### src/rtl/pdp8_mri_exec.sv
// pdp8_mri_exec: executes PDP-8 memory-reference instructions (AND/TAD/ISZ/DCA/JMS/JMP)
`ifndef ADDR_WIDTH
`define ADDR_WIDTH 12
`endif
`ifndef DATA_WIDTH
`define DATA_WIDTH 12
`endif

module pdp8_mri_exec (
   input  logic                   clk,
   input  logic                   reset_n,
   input  logic                   mri_valid,
   input  logic [`ADDR_WIDTH+5:0] mri_op,
   input  logic [`ADDR_WIDTH-1:0] mri_pc,
   output logic                   mri_ready,
   output logic                   mem_req,
   output logic                   mem_we,
   output logic [`ADDR_WIDTH-1:0] mem_addr,
   output logic [`DATA_WIDTH-1:0] mem_wdata,
   input  logic                   mem_ack,
   input  logic [`DATA_WIDTH-1:0] mem_rdata,
   output logic [`DATA_WIDTH-1:0] ac_out,
   output logic                   link_out,
   output logic                   pc_load,
   output logic [`ADDR_WIDTH-1:0] pc_next
);
   localparam logic [1:0] S_IDLE  = 2'd0;
   localparam logic [1:0] S_READ  = 2'd1;
   localparam logic [1:0] S_WRITE = 2'd2;
   localparam logic [1:0] S_DONE  = 2'd3;
   // Ordering matters: kinds up to ISZ read memory, DCA/JMS write it, the rest go straight to DONE.
   localparam logic [2:0] K_AND = 3'd0;
   localparam logic [2:0] K_TAD = 3'd1;
   localparam logic [2:0] K_ISZ = 3'd2;
   localparam logic [2:0] K_DCA = 3'd3;
   localparam logic [2:0] K_JMS = 3'd4;
   localparam logic [2:0] K_JMP = 3'd5;
   localparam logic [2:0] K_NOP = 3'd6;

   logic [1:0]              state_q, state_d;
   logic [2:0]              kind_q, kind_d, dec_kind;
   logic [`ADDR_WIDTH-1:0]  addr_q, addr_d, pc_q, pc_d, pcn_q, pcn_d, pc_calc;
   logic [`DATA_WIDTH-1:0]  ac_q, ac_d, m_q, m_d;
   logic                    link_q, link_d;
   logic [`DATA_WIDTH:0]    sum;

   // Priority decode of the one-hot flags (AND highest); nothing set means no-op.
   always_comb begin
      dec_kind = mri_op[`ADDR_WIDTH+5] ? K_AND :
                 mri_op[`ADDR_WIDTH+4] ? K_TAD :
                 mri_op[`ADDR_WIDTH+3] ? K_ISZ :
                 mri_op[`ADDR_WIDTH+2] ? K_DCA :
                 mri_op[`ADDR_WIDTH+1] ? K_JMS :
                 mri_op[`ADDR_WIDTH]   ? K_JMP : K_NOP;
      sum      = {1'b0, ac_q} + {1'b0, mem_rdata};
      pc_calc  = (kind_q == K_JMP) ? addr_q :
                 (kind_q == K_JMS) ? addr_q + 12'd1 :
                 (kind_q == K_ISZ && m_q == '0) ? pc_q + 12'd2 : pc_q + 12'd1;
   end

   // Next-state and datapath updates; memory results only take effect on ack.
   always_comb begin
      state_d = state_q;
      kind_d  = kind_q;
      addr_d  = addr_q;
      pc_d    = pc_q;
      pcn_d   = pcn_q;
      ac_d    = ac_q;
      m_d     = m_q;
      link_d  = link_q;
      case (state_q)
         S_IDLE: if (mri_valid) begin
            kind_d  = dec_kind;
            addr_d  = mri_op[`ADDR_WIDTH-1:0];
            pc_d    = mri_pc;
            state_d = (dec_kind <= K_ISZ) ? S_READ : (dec_kind <= K_JMS) ? S_WRITE : S_DONE;
         end
         S_READ: if (mem_ack) begin
            ac_d    = (kind_q == K_AND) ? (ac_q & mem_rdata) : (kind_q == K_TAD) ? sum[`DATA_WIDTH-1:0] : ac_q;
            link_d  = link_q ^ ((kind_q == K_TAD) & sum[`DATA_WIDTH]);
            m_d     = mem_rdata + 12'd1;
            state_d = (kind_q == K_ISZ) ? S_WRITE : S_DONE;
         end
         S_WRITE: if (mem_ack) begin
            ac_d    = (kind_q == K_DCA) ? '0 : ac_q;
            state_d = S_DONE;
         end
         default: begin
            pcn_d   = pc_calc;
            state_d = S_IDLE;
         end
      endcase
   end

   // State registers; async reset aborts any access in flight.
   always_ff @(posedge clk or negedge reset_n) begin
      if (!reset_n) begin
         state_q <= S_IDLE;
         kind_q  <= K_NOP;
         addr_q  <= '0;
         pc_q    <= '0;
         pcn_q   <= '0;
         ac_q    <= '0;
         m_q     <= '0;
         link_q  <= 1'b0;
      end else begin
         state_q <= state_d;
         kind_q  <= kind_d;
         addr_q  <= addr_d;
         pc_q    <= pc_d;
         pcn_q   <= pcn_d;
         ac_q    <= ac_d;
         m_q     <= m_d;
         link_q  <= link_d;
      end
   end

   // Request fields derive from registered state only, so they stay stable until ack.
   always_comb begin
      mri_ready = (state_q == S_IDLE);
      mem_req   = (state_q == S_READ) | (state_q == S_WRITE);
      mem_we    = (state_q == S_WRITE);
      mem_addr  = mem_req ? addr_q : '0;
      mem_wdata = !mem_we ? '0 : (kind_q == K_DCA) ? ac_q : (kind_q == K_JMS) ? pc_q + 12'd1 : m_q;
      pc_load   = (state_q == S_DONE);
      pc_next   = pc_load ? pc_calc : pcn_q;
      ac_out    = ac_q;
      link_out  = link_q;
   end
endmodule

### config.mk
export PLATFORM = sky130hd
export DESIGN_NAME = pdp8_mri_exec
export DESIGN_NICKNAME = d
export VERILOG_FILES = /design/src/rtl/pdp8_mri_exec.sv
export SDC_FILE = /design/constraint.sdc
export NUM_CORES = 1
export LEC_CHECK = 0
export CAP_MARGIN = 0
export CORE_MARGIN = 4
export CORE_UTILIZATION = 55
export CTS_BUF_LIST = sky130_fd_sc_hd__clkbuf_8
export CTS_CLUSTER_DIAMETER = 40
export DETAILED_ROUTE_END_ITERATION = 6
export DONT_BUFFER_PORTS = 1
export PLACE_DENSITY = 0.7
export REMOVE_ABC_BUFFERS = 1
export SYNTH_ARGS = -nofsm -noshare
export SYNTH_HDL_FRONTEND = slang
export SYNTH_SLANG_ARGS = --single-unit
### constraint.sdc
create_clock -name clk -period 3.7 [get_ports clk]
set_clock_uncertainty 0.2 [all_clocks]
set_input_delay 0.74 -clock clk [delete_from_list [all_inputs] [get_ports clk]]
set_output_delay 0.74 -clock clk [all_outputs]
set_load 0.02 [all_outputs]
# Word-level counts from Yosys, hierarchy flattened
# Index checks and enable logic that the tools add are counted.
[word_totals]
regBits = 66
[op_classes]
add_sub_neg = 5
magnitude_cmp = 2
eq_ne = 13
mux = 27
bitwise_logic = 4
n_reduce_logical = 10
[op_table]
columns = ["operator", "n"]
rows = [
  ["2-to-1 mux 12 bit", 13],
  ["adder 12 x 1 -> 12 bit, second input constant", 3],
  ["case mux 12 bit (2 select lines)", 1],
  ["adder 12 x 12 -> 13 bit", 1],
  ["adder 12 x 2 -> 12 bit, second input constant", 1],
  ["bitwise AND 12 bit", 1],
  ["logical NOT 12 bit", 1],
  ["2-to-1 mux 2 bit", 6],
  ["2-to-1 mux 3 bit", 4],
  ["equality test 3 x 2 -> 1 bit, second input constant", 2],
  ["equality test 3 bit, second input constant", 2],
  ["case mux 2 bit (3 select lines)", 1],
  ["AND reduction 5 bit", 1],
  ["equality test 2 bit, second input constant", 2],
  ["inequality test 2 x 1 -> 1 bit, second input constant", 2],
  ["inequality test 2 bit, second input constant", 2],
  ["AND reduction 2 bit", 2],
  ["equality test 3 x 1 -> 1 bit, second input constant", 1],
  ["<= comparator 3 x 2 -> 1 bit, second input constant", 1],
  ["<= comparator 3 bit, second input constant", 1],
  ["logical NOT 3 bit", 1],
  ["inequality test 3 bit, second input constant", 1],
  ["AND reduction 3 bit", 1],
  ["OR reduction 3 bit", 1],
  ["other kinds (8)", 9],
]

# Depth between registers and ports, before layout
# Gate-level depths: netlist (run 1).
[logic_depth]
ltp_word = 11
ltp_mapped = 9
depth_no_buf = 8

# Worst setup path after synthesis (run 1)
# No wires, ideal clock.
[synth_timing]
kind = "register to output"
start = "register kind_q[1]"
end = "output pc_next[10]"
arrival_time_ps = 2166
path_slack_ps = 594
stages_incl_launch_ff = 9
path_buffers = 2
cell_sequence = "dfstp_2 buf_6 nor3b_4 and4_1 buf_6 mux2_4 or3_1 a31oi_1 mux2_2"
[synth_between]
elab_chain_len = 6
elab_cells_between_ends = 8
cone_classes = "eq/ne (3); mux (4); reduce/logical (1)"
[synth_rtl]
columns = ["element", "line", "rtl"]
rows = [
  ["start, declared", "41", "logic [2:0] kind_q, kind_d, dec_kind;"],
  ["start signal, assigned", "108", "kind_q <= kind_d;"],
  ["equality test 3 x 2 -> 1 bit", "58", "(kind_q == K_ISZ && m_q == '0) ? pc_q + 12'd2 : pc_q + 12'd1;"],
  ["logical AND 1 bit", "58", ""],
  ["2-to-1 mux 12 bit", "58", ""],
  ["2-to-1 mux 12 bit", "57", "(kind_q == K_JMS) ? addr_q + 12'd1 :"],
  ["2-to-1 mux 12 bit *", "56", "pc_calc = (kind_q == K_JMP) ? addr_q :"],
  ["2-to-1 mux 12 bit *", "126", "pc_next = pc_load ? pc_calc : pcn_q;"],
  ["end, declared", "25", "output logic [`ADDR_WIDTH-1:0] pc_next"],
]
# Mark *: on every way between the ends. The rest lies on a longest branch, timed or not.

# Worst setup path in the final report (run 1)
[layout_timing]
start = "register m_q[8]"
end = "output pc_next[10]"
[layout_between]
elab_chain_len = 6
[layout_rtl]
columns = ["element", "line", "rtl"]
rows = [
  ["start, declared", "43", "logic [`DATA_WIDTH-1:0] ac_q, ac_d, m_q, m_d;"],
  ["start signal, assigned", "113", "m_q <= m_d;"],
  ["logical NOT 12 bit", "58", ""],
  ["logical AND 1 bit", "58", ""],
  ["2-to-1 mux 12 bit", "58", ""],
  ["2-to-1 mux 12 bit", "57", ""],
  ["2-to-1 mux 12 bit", "56", ""],
  ["2-to-1 mux 12 bit", "126", ""],
]
# Every way passes these cells.

==> run summary, run 1 <==
The run finished with clean final reports. Of all flip-flops after synthesis, the portion carrying an async set or reset was 100%. The logs give 0.896 for the final RePlAce weighted congestion and 0 for the final max-slew violation count. The slew at the pin closest to its max-slew limit is 1010 ps. The worst setup path is captured at a primary output. For this design the ratio of total power to cell area is 966 nW/µm². The Yosys warning count was 0; the total wire length was 11800 µm. The post-detailed-route DRC marker count came out at 0.

99 I/O pins were placed. Yosys mapped a number of flops with a built-in enable equal to 0. The first routing iteration left 215 violations. The net count reported at finish is 579, and the count of max-cap constraint violations is 0.

The initial utilization of the core area, before any placement, comes to 56.6%. The number of library cell types mapped by synthesis was 49. The number of filler cells placed in the layout came out at 710. The core region is 8220 µm². The via count of the first global-routing pass was 3771; the slack of the critical path was 154 ps.

The first global-routing pass estimated 19300 µm of wire. By count the netlist is led by 64 x dfrtp_1, 55 x nand2_1, 40 x o21ai_0. Setup repair after global routing left no endpoint under its margin. After synthesis the cells add up to 4650 µm². Prior to clock tree synthesis, the placed netlist has a worst setup slack of 530 ps.

The tree is rooted in a clkbuf_8. The maximum count of clock buffers along a single path is 2, and the clock latency reported for the late side of the worst-skew pair is 350 ps. From bottom edge to top edge, the die measures 99.9 µm. The area growth from synthesis to layout is 8.18%.

For the number of CTS-inserted buffers, the log shows 9. In this run the number of H-tree levels came out at 3. In this run the static leakage power is 2.08 nW. Global routing used 24.3% of the available tracks across all layers.

Of the synthesized area, sequential elements account for 35.6%. Number of nets with antenna violations after detailed routing: 0. Sorting the synthesized cells by area gives the leading types as dfrtp_1 34%, mux2_2 9.2%, ha_1 5.7%. Entering global routing, the biggest net connects 65 pins. The tools report the reg2reg setup slack as 910 ps. Based on the critical path, the design can be clocked at up to 282 MHz.

The die covers 9990 µm². In this run the worst hold path is classified as in2async. The tools report the cell count after synthesis as 511. For the data required time at the worst endpoint, the log shows 2760 ps. The hold violation total from the final report came out at 0. In this run the critical register-to-register path is launched from ac_out[0]$_DFFE_PN0P_. The worst pin sits at a relative slew slack of 32.6%. Counting every sink on the clock net gives 66.

After clock tree synthesis, the clock-pin slew on the worst setup and hold paths is 70 ps. During placement, the flow inserted port buffers numbering 0. The depth of the most critical reg-to-reg path is 7, and the number of antenna violations at the first check in global routing is 0.

By startpoint and endpoint, the worst setup path is classified as reg2out. The residual overflow from global routing was 0. The count of endpoints failing setup in the final report is 0. TritonCTS built the clock tree.

By instance count, the leading cell after synthesis is dfrtp_1. The peak ir drop on the vdd network is 0.579 mV. The average via count per standard cell works out to 6.16. The synthesized design spends more area on one cell type than any other, namely dfrtp_1. The number of antenna diodes in the final layout is 0.

The critical-path maximum fanout works out to 3. The worst register-to-register path ends at ac_out[10]$_DFFE_PN0P_. The worst setup path is launched from a register. In the final timing run, aggregate negative setup slack is 0 ps. The run gives 4.86 mW as the post-layout total power.

The mean post-synth cell area came out at 9.10 µm². The number of iterations in the first detailed-routing pass is 5, and the minimum clock period after layout is 3550 ps. The number of rows created at floorplan was 33. The post-route netlist has 14.9% of its cells at a drive strength greater than 1. For this run, the leading register cell type out of synthesis is dfrtp_1. Arrival time of the worst setup path: 2610 ps. Cells fill 61.2% of the core in the end.

Dividing the detail-routed wire length by the instance count gives 19.0 µm. The final critical path takes up 95.8% of the cycle. The area share of the largest cell type after synthesis works out to 34.4%. The width of the die was 99.9 µm. Summing over every cut layer, the via total after detailed routing is 3827.

Summed over all nets, the half-perimeter wirelength after detailed placement is 8710 µm. In this run, synthesis produced a sequential element count of 66.
## timing repair
| action | in CTS | in global routing |
|---|---|---|
| resized for setup | 0 | 1 |
| hold buffers | 1 | 0 |
| endpoints found under the setup margin | 0 | 2 |
| setup buffers | 0 | 2 |
| hold endpoints to repair | 64 | 0 |
## through the flow
| step | std cells | cell area [µm²] | hold WS (ps) |
|---|---|---|---|
| floorplan | 483 | 4530 | 244 |
| global placement | 602 | 4760 | 247 |
| detailed placement | 602 | 4760 | 247 |
| CTS | 619 | 5010 | 10.4 |
| global route | 621 | 5030 | 9.53 |
| finish | 621 | 5030 | 21.7 |
## flip-flops by register name, summed over array words and instances (netlist names)
signal / count
pcn_q: 12
m_q: 12
state_q: 2
pc_q: 12
kind_q: 3
ac_out: 12
link_out: 1
addr_q: 12
## layout by cell type, fill, tap and decap left out, types with 4 or more instances in the layout
master / netlist / routed
nand4_1: 7 / 7
mux2i_1: 8 / 8
a211oi_1: 8 / 8
o31ai_1: 5 / 5
or3_1: 5 / 5
dfrtp_1: 64 / 64
nor3_1: 11 / 11
ha_1: 21 / 21
o21ai_0: 40 / 40
xor2_1: 24 / 24
clkbuf_8: 0 / 10
inv_1: 9 / 10
a21boi_0: 8 / 8
nor2_1: 30 / 30
o21a_1: 4 / 4
a22oi_1: 7 / 7
a32oi_1: 8 / 8
nand3_1: 16 / 16
buf_4: 0 / 16
nand2b_1: 4 / 4
xnor2_1: 19 / 19
a21o_1: 4 / 4
a21oi_1: 28 / 28
nand2_1: 55 / 55
mux2_2: 38 / 38
and3_1: 6 / 6
o211ai_1: 4 / 4
and2_1: 15 / 15
## final cells by class
cell class              instances  area [µm²]  area share, %
repair buffers                 17         148           2.94
multi-input cells             408        2840           56.5
inverters                       9        33.8          0.672
clock inverters                 6        81.3           1.62
flip-flops and latches         66        1650           32.9
well taps                     105         131           2.61
clock buffers                  10         138           2.74
## metal layers
layer / vias up / share of wire [%] / GRT usage [%]
met4: 0 / 1.6 / 8.61
met3: 14 / 5.3 / 4.17
li1: 1853 / - / -
met1: 1865 / 45 / 32.3
met2: 95 / 48 / 39.9
met5: - / 0 / 0
## how the worst max path moves through the flow
stage                          startpoint       endpoint  slack [ps]  depth (start not counted)
global placement       m_q[0]$_DFFE_PN0P_    pc_next[10]         570                          6
detailed placement     m_q[0]$_DFFE_PN0P_    pc_next[10]         530                          6
global route        kind_q[1]$_DFFE_PN1P_  mem_wdata[10]          20                          7
finish                 m_q[8]$_DFFE_PN0P_    pc_next[10]         150                          6
CTS                    m_q[0]$_DFFE_PN0P_    pc_next[10]         130                          6
floorplan           kind_q[1]$_DFFE_PN1P_   mem_wdata[4]         590                          5
## kinds of logic (layout without fill, tap and decap cells)
| logic type | after synthesis | after routing | share of synthesized area [%] |
|---|---|---|---|
| buffers and inverters | 37 | 42 | 3.39 |
| AO/OA/AOI/OAI | 131 | 131 | 18.0 |
| adder cells (fa/ha/maj) | 22 | 22 | 6.08 |
| AND/OR/NAND/NOR | 165 | 165 | 17.6 |
| multiplexers | 47 | 47 | 11.2 |
| XOR/XNOR | 43 | 43 | 8.10 |
| flip-flops | 66 | 66 | 35.6 |
## where the power goes
group          total, mW  leakage (nW)  internal (mW)  switching [mW]
Combinational       2.59          1.17           1.02            1.57
Clock              0.683         0.113          0.393           0.290
Sequential          1.59         0.798           1.08           0.513
Total               4.86          2.08           2.49            2.37
## worst max-delay path, stage by stage (launching register included)
cell     delay (ps)
dfrtp_1         400
nor4_1          410
and4_1          300
mux2_4          330
or3_1           350
a31oi_1         200
mux2_2          270
Note: power is estimated with default switching activity, not from simulation.
==> inputs of run 2 (changes only) <==
Settings changed: GPL_TIMING_DRIVEN set to 0.
==> run summary, run 2 (synthesis gave the netlist of run 1 again) <==
The cell with the largest stage delay on the worst path is nor4_1. Hold is met by 31.5 ps. The run finished with clean final reports.

The largest single stage delay on the critical path is 420 ps. The routed design uses 5620 µm of met2 wire. The clock slew seen by the registers of the worst setup and hold paths came out at 70 ps. In this run the critical register-to-register path is launched from kind_q[0]$_DFFE_PN0P_. Of all nets on the critical path, the largest fanout is 4. The first global-routing pass estimated 19300 µm of wire. The count of nets left with antenna violations once routing finished came out at 0.

The post-route netlist has 13.5% of its cells at a drive strength greater than 1. After detailed routing, the number of remaining DRC violations is 0. The signal on the critical path passes through nor4_1 > and4_4 > mux2_4 > or3_1 > a31oi_1 > mux2_4. The die covers 9990 µm². Leaving out fill and tap cells, the most frequent cell in the layout is dfrtp_1. The clock root buffer was clkbuf_8. The initial utilization of the core area, before any placement, comes to 56.6%. The average via count per standard cell is 6.32. The H-tree level count came out at 3. Setup violations remaining at the end of the flow were counted as 0. The analysis attributes to cell leakage a power of 2.01 nW.

The headroom to the max-slew limit is 16.7%. For this block, the via count after detailed routing is 3837. Global routing used 24.5% of the available tracks across all layers. The average detailed-routed wire length per instance was 19.3 µm. After layout, the worst path uses 96.4% of the clock period. For the number of CTS-inserted buffers, the log shows 9. TritonCTS built the clock tree. STA classifies the critical path endpoint as a primary output. Number of input and output port buffers inserted: 0. Max-cap violations in this run came to 0.

For the DRC marker count from the first detailed-route iteration, the log shows 143. The path class of the lowest-slack min-delay path was in2async. The endpoint identified for the worst register-to-register timing path is ac_out[10]$_DFFE_PN0P_. Detailed placement finished with a half-perimeter wire length of 8620 µm. Once layout is complete, the utilization of the core stands at 59.9%. The minimum clock period after layout works out to 3570 ps. Element type at the critical path start: a register.

From left edge to right edge, the die measures 99.9 µm. The die height came out at 99.9 µm. The pre-antenna-repair detailed-routing pass consisted of 4 iterations.

For this run, the top clock speed supported by timing is 280 MHz. The data required time at the worst endpoint is 2760 ps, and the power density over the cells is 965 nW/µm². The cell class contributing the biggest share of worst-path delay was simple AND/OR/NAND/NOR gates. Once placement finished, the instance area stood at 4670 µm². Data on the critical path arrives at its endpoint at 2630 ps. At the end of the flow, the number of nets in the layout was 566. The congestion estimate from routability-driven global placement came to 0.886. Summed over all layers, the global routing overflow is 0. Clock tree synthesis found a total of 66 sinks. The reg2reg setup slack is 930 ps. Wire segments on met3 add up to 746 µm in the final route.

The number of rows created at floorplan was 33. The top cell types in the final layout, fill and taps aside, are 64 x dfrtp_1, 55 x nand2_1, 40 x o21ai_0, 37 x mux2_2. Type of the worst setup path: reg2out. The sum of negative setup slack is 0 ps, and the via count of the first global-routing pass is 3809. The slew at the pin closest to its max-slew limit is 1250 ps, and the largest net degree at the start of global routing is 65. Relative to the synthesized area, the layout overhead comes to 5.87%. At the later pin of the worst-skew pair, clock insertion delay measures 350 ps. The run gives 0 as the final max-slew violation count. The worst-case IR drop observed on VDD is 0.445 mV.

The top routing layer in use is met4. The total wire length came out at 11700 µm. The number of antenna violations at the first check in global routing was 0.

The logs give 5110 µm for the wire length on met1 and 4920 µm² for the final non-filler cell area. The count of inserted antenna diode cells was 0. Hold violation total from the final report: 0. Cell seen most often among critical-path stages: mux2_4. In this run the deepest clock path goes through 2 buffers. The tools report the core region area as 8220 µm².

The depth of the most critical reg-to-reg path works out to 6. During I/O placement, the number of pins put on the boundary was 99. Number of buffers and inverters on the critical path: 0.

The post-layout total power is 4.75 mW.
## run 2: cell count changes in the layout (fill, tap and decap cells not counted), sizes merged
cell / change
inv: -1
buf: -13
bufinv: -1
clkinvlp: +1
## run 2: power breakdown
part / internal [mW] / switching, mW
clock network: 0.323 / 0.281
registers: 1.08 / 0.511
logic: 0.997 / 1.56
total: 2.40 / 2.35
## run 2: worst max path at each step
stage | to | cells after the start | startpoint
after floorplan | mem_wdata[4] | 5 | kind_q[1]$_DFFE_PN1P_
after global placement | mem_wdata[9] | 5 | kind_q[1]$_DFFE_PN1P_
after detailed placement | mem_wdata[9] | 5 | kind_q[1]$_DFFE_PN1P_
after CTS | pc_next[10] | 6 | kind_q[0]$_DFFE_PN0P_
after global routing | pc_next[10] | 6 | kind_q[1]$_DFFE_PN1P_
final | pc_next[10] | 6 | m_q[0]$_DFFE_PN0P_
## run 2: final cells by class
class / count / area [µm²]
Fill cell: 731 / 3290
Multi-Input combinational cell: 408 / 2860
Sequential cell: 66 / 1650
Clock buffer: 10 / 138
Tap cell: 105 / 131
Clock inverter: 5 / 55.1
Timing Repair Buffer: 4 / 53.8
Inverter: 9 / 33.8
## run 2: stage by stage
| step | std cells | setup slack [ps] |
|---|---|---|
| 2_1_floorplan | 483 | 588 |
| 3_3_place_gp | 588 | -41.2 |
| 3_5_place_dp | 589 | -38.0 |
| 4_1_cts | 605 | 9.12 |
| 5_1_grt | 607 | -23.0 |
| 6_report | 607 | 133 |
## run 2: what timing repair did
item / 4_1_cts / 5_1_grt
cloned: 0 / 0
hold buffers: 1 / 0
resized for setup: 10 / 3
endpoints found under the hold margin: 64 / 0
setup buffers: 0 / 2
setup endpoints to repair: 13 / 14
## run 2: layer usage
metal  global-route usage [%]  up-vias
li1                         -     1824
met1                     31.3     1885
met2                     40.0      106
met3                     6.05       22
met4                     9.24        0
met5                        0        -
==> inputs of run 3 (changes only) <==
Settings changed: PLACE_DENSITY 0.7 to 0.71.
==> run summary, run 3 (synthesis gave the netlist of run 1 again) <==
For this block, the initial DRC count from the detailed router was 248. Clock tree synthesis selected as its root buffer the cell clkbuf_8. The average via count per standard cell came out at 6.35. For this run, the detailed router's first-pass iteration total came to 5.

Leaving out fill and tap cells, the most frequent cells in the layout are 63 x dfrtp_1, 55 x nand2_1, 40 x o21ai_0, 38 x mux2_2, 28 x nor2_1. The core region area is 8220 µm². The post-route netlist has 13.8% of its cells at a drive strength greater than 1. The total clock sinks is 66, and the peak ir drop on the vdd network is 0.513 mV. The arrival time of the worst setup path came out at 2620 ps.

The area growth from synthesis to layout was 5.36%; the die area was 9990 µm². The cell with the largest stage delay on the worst path is dfstp_2. In this run the number of cells on the critical path is 6. The switching power of the nets was 2.37 mW. The floorplan has 33 rows. Maximum count of clock buffers along a single path: 2.

The cell class contributing the biggest share of worst-path delay is simple AND/OR/NAND/NOR gates. In the final layout, the multi-input gates occupy 2870 µm². Clock tree synthesis inserted a total of 9 buffers. The number of nets with antenna violations after detailed routing was 0; the via count of the first global-routing pass was 3712. The H-tree was split into 3 levels.

Summing all flip-flop and latch instances after layout gives 1660 µm². The run finished with clean final reports. Power spread over the standard cell area amounts to 960 nW/µm².

The initial standard-cell utilization of the core was 56.6%; the number of buffers and inverters on the critical path was 0. The number of antenna violations at the first check in global routing is 0, and the width of the die is 99.9 µm. The run gives 11.4% as the share of total power in the clock network.

In this run switching power makes up 50.5% of total power. For this design the static power due to leakage is 2.00 nW. The global routing usage summed across all routing layers is 24.2%, and the worst hold-check slack is 41.7 ps. The tools report the part of the total power dissipated in combinational logic as 54.5%. Sequential cells account for 34.1% of the total power. The sum of negative setup slack was 0 ps.

The run gives 281 MHz as the timing-limited maximum frequency. Most frequent standard cell in the layout excluding fill and tap cells: dfrtp_1. The critical-path maximum fanout was 8. The worst setup path is of the reg2out kind. Traced cell by cell, the critical path runs through nor3b_4 > and4_4 > mux2_4 > or3_1 > a31oi_1 > mux2_2. The number of filler cells placed in the layout was 737; the minimum clock period after layout was 3560 ps.

In the final design database the tool counted 564 nets. The internal portion of total power was 2.33 mW; the slew at the pin closest to its max-slew limit was 1210 ps. The logs give 19300 µm for the first-pass GRT wire length and 0 for the count of inserted antenna diode cells.

The worst setup slack before clock tree synthesis was -14.3 ps; the hold violation total from the final report was 0. The count of max-cap constraint violations is 0. The tools report the element type at the critical path start as a register. Routability-driven placement finished with a final weighted congestion of 0.902. The path class of the lowest-slack min-delay path was in2async. The residual overflow from global routing is 0, and the ratio of final minimum period to clock period is 96.3%.

Detailed routing inserted a total of 3840 vias. The number of cells on the worst reg-to-reg path is 7. The clock slew seen by the registers of the worst setup and hold paths was 70 ps; the top-level I/O count was 99. The number of input and output port buffers inserted came out at 0. The logs give 0 for the final max-slew violation count and 2760 ps for the data required time at the worst endpoint. Setup violations remaining at the end of the flow were counted as 0. Dividing the detail-routed wire length by the instance count gives 19.6 µm. The clock latency reported for the late side of the worst-skew pair is 340 ps. TritonCTS built the clock tree.

For this run, design rule violations remaining after detail routing come to 0. Total power for the finished layout comes to 4.70 mW. The tools report the total wire length as 11800 µm.

The slack of the critical path came out at 138 ps. STA classifies the critical path endpoint as a primary output. Final HPWL from detailed placement: 8710 µm. From bottom edge to top edge, the die measures 99.9 µm.

Setup repair after global routing left no endpoint under its margin. Entering global routing, the biggest net connects 65 pins. The delay of the slowest cell on the worst path is 610 ps, and the headroom to the max-slew limit is 19.1%.
run 3: changes by cell type in the layout (fill, tap and decap cells not counted), sizes merged:
cell,delta
buf,-2
clkinvlp,-2
bufinv,-1
clkbuf,+1
clkinv,+1
inv,+1
run 3: layout make-up:
cell class                      count  share of cell area (%)
Tap cell                          105                    2.68
Sequential cell                    66                    33.8
Multi-Input combinational cell    408                    58.6
Clock buffer                       11                    3.09
Clock inverter                      4                   0.383
Timing Repair Buffer                2                   0.715
Inverter                            9                   0.690
run 3: worst paths after layout:
path                                       startpoint                      to  slack [ps]
worst max-delay path            kind_q[1]$_DFFE_PN1P_             pc_next[10]         140
worst min-delay path                          reset_n   kind_q[1]$_DFFE_PN1P_          40
worst max register to register  ac_out[0]$_DFFE_PN0P_  ac_out[10]$_DFFE_PN0P_         980
worst min register to register   pcn_q[3]$_DFFE_PN0N_    pcn_q[3]$_DFFE_PN0N_         310
max in group asynchronous                     reset_n   kind_q[0]$_DFFE_PN0P_        2940
min in group clk                           mri_op[17]   kind_q[1]$_DFFE_PN1P_         260
run 3: metal layers:
layer / vias up / track usage, % / share of wire (%)
li1: 1830 / - / -
met1: 1869 / 33.5 / 44
met2: 126 / 37.6 / 47
met3: 15 / 5.56 / 7.5
met4: 0 / 8.30 / 1.6
met5: - / 0 / 0
run 3: timing repair:
item                       4_1_cts  5_1_grt
buffers inserted                 0        1
setup endpoints to repair       13        9
hold buffers                     1        0
pin swaps                        0        0
resized for setup               10        7
hold endpoints to repair        64        0
run 3: stage by stage:
step                      utilization, %  std cells  instance area, µm²
after global routing                59.6        605                4900
after detailed placement            56.7        588                4660
after floorplan                        -        483                4530
after CTS                           59.2        604                4870
after global placement              56.7        588                4660
final                               59.6        605                4900
run 3: power by group through the flow:
stage / clock (mW) / sequential, mW / combinational [mW]
6_report: 0.537 / 1.60 / 2.56
5_1_grt: 0.585 / 1.67 / 2.81
4_1_cts: 0.546 / 1.59 / 2.55
3_5_place_dp: 0 / 1.60 / 2.51
3_3_place_gp: 0 / 1.58 / 2.44
2_1_floorplan: 0 / 1.45 / 2.05
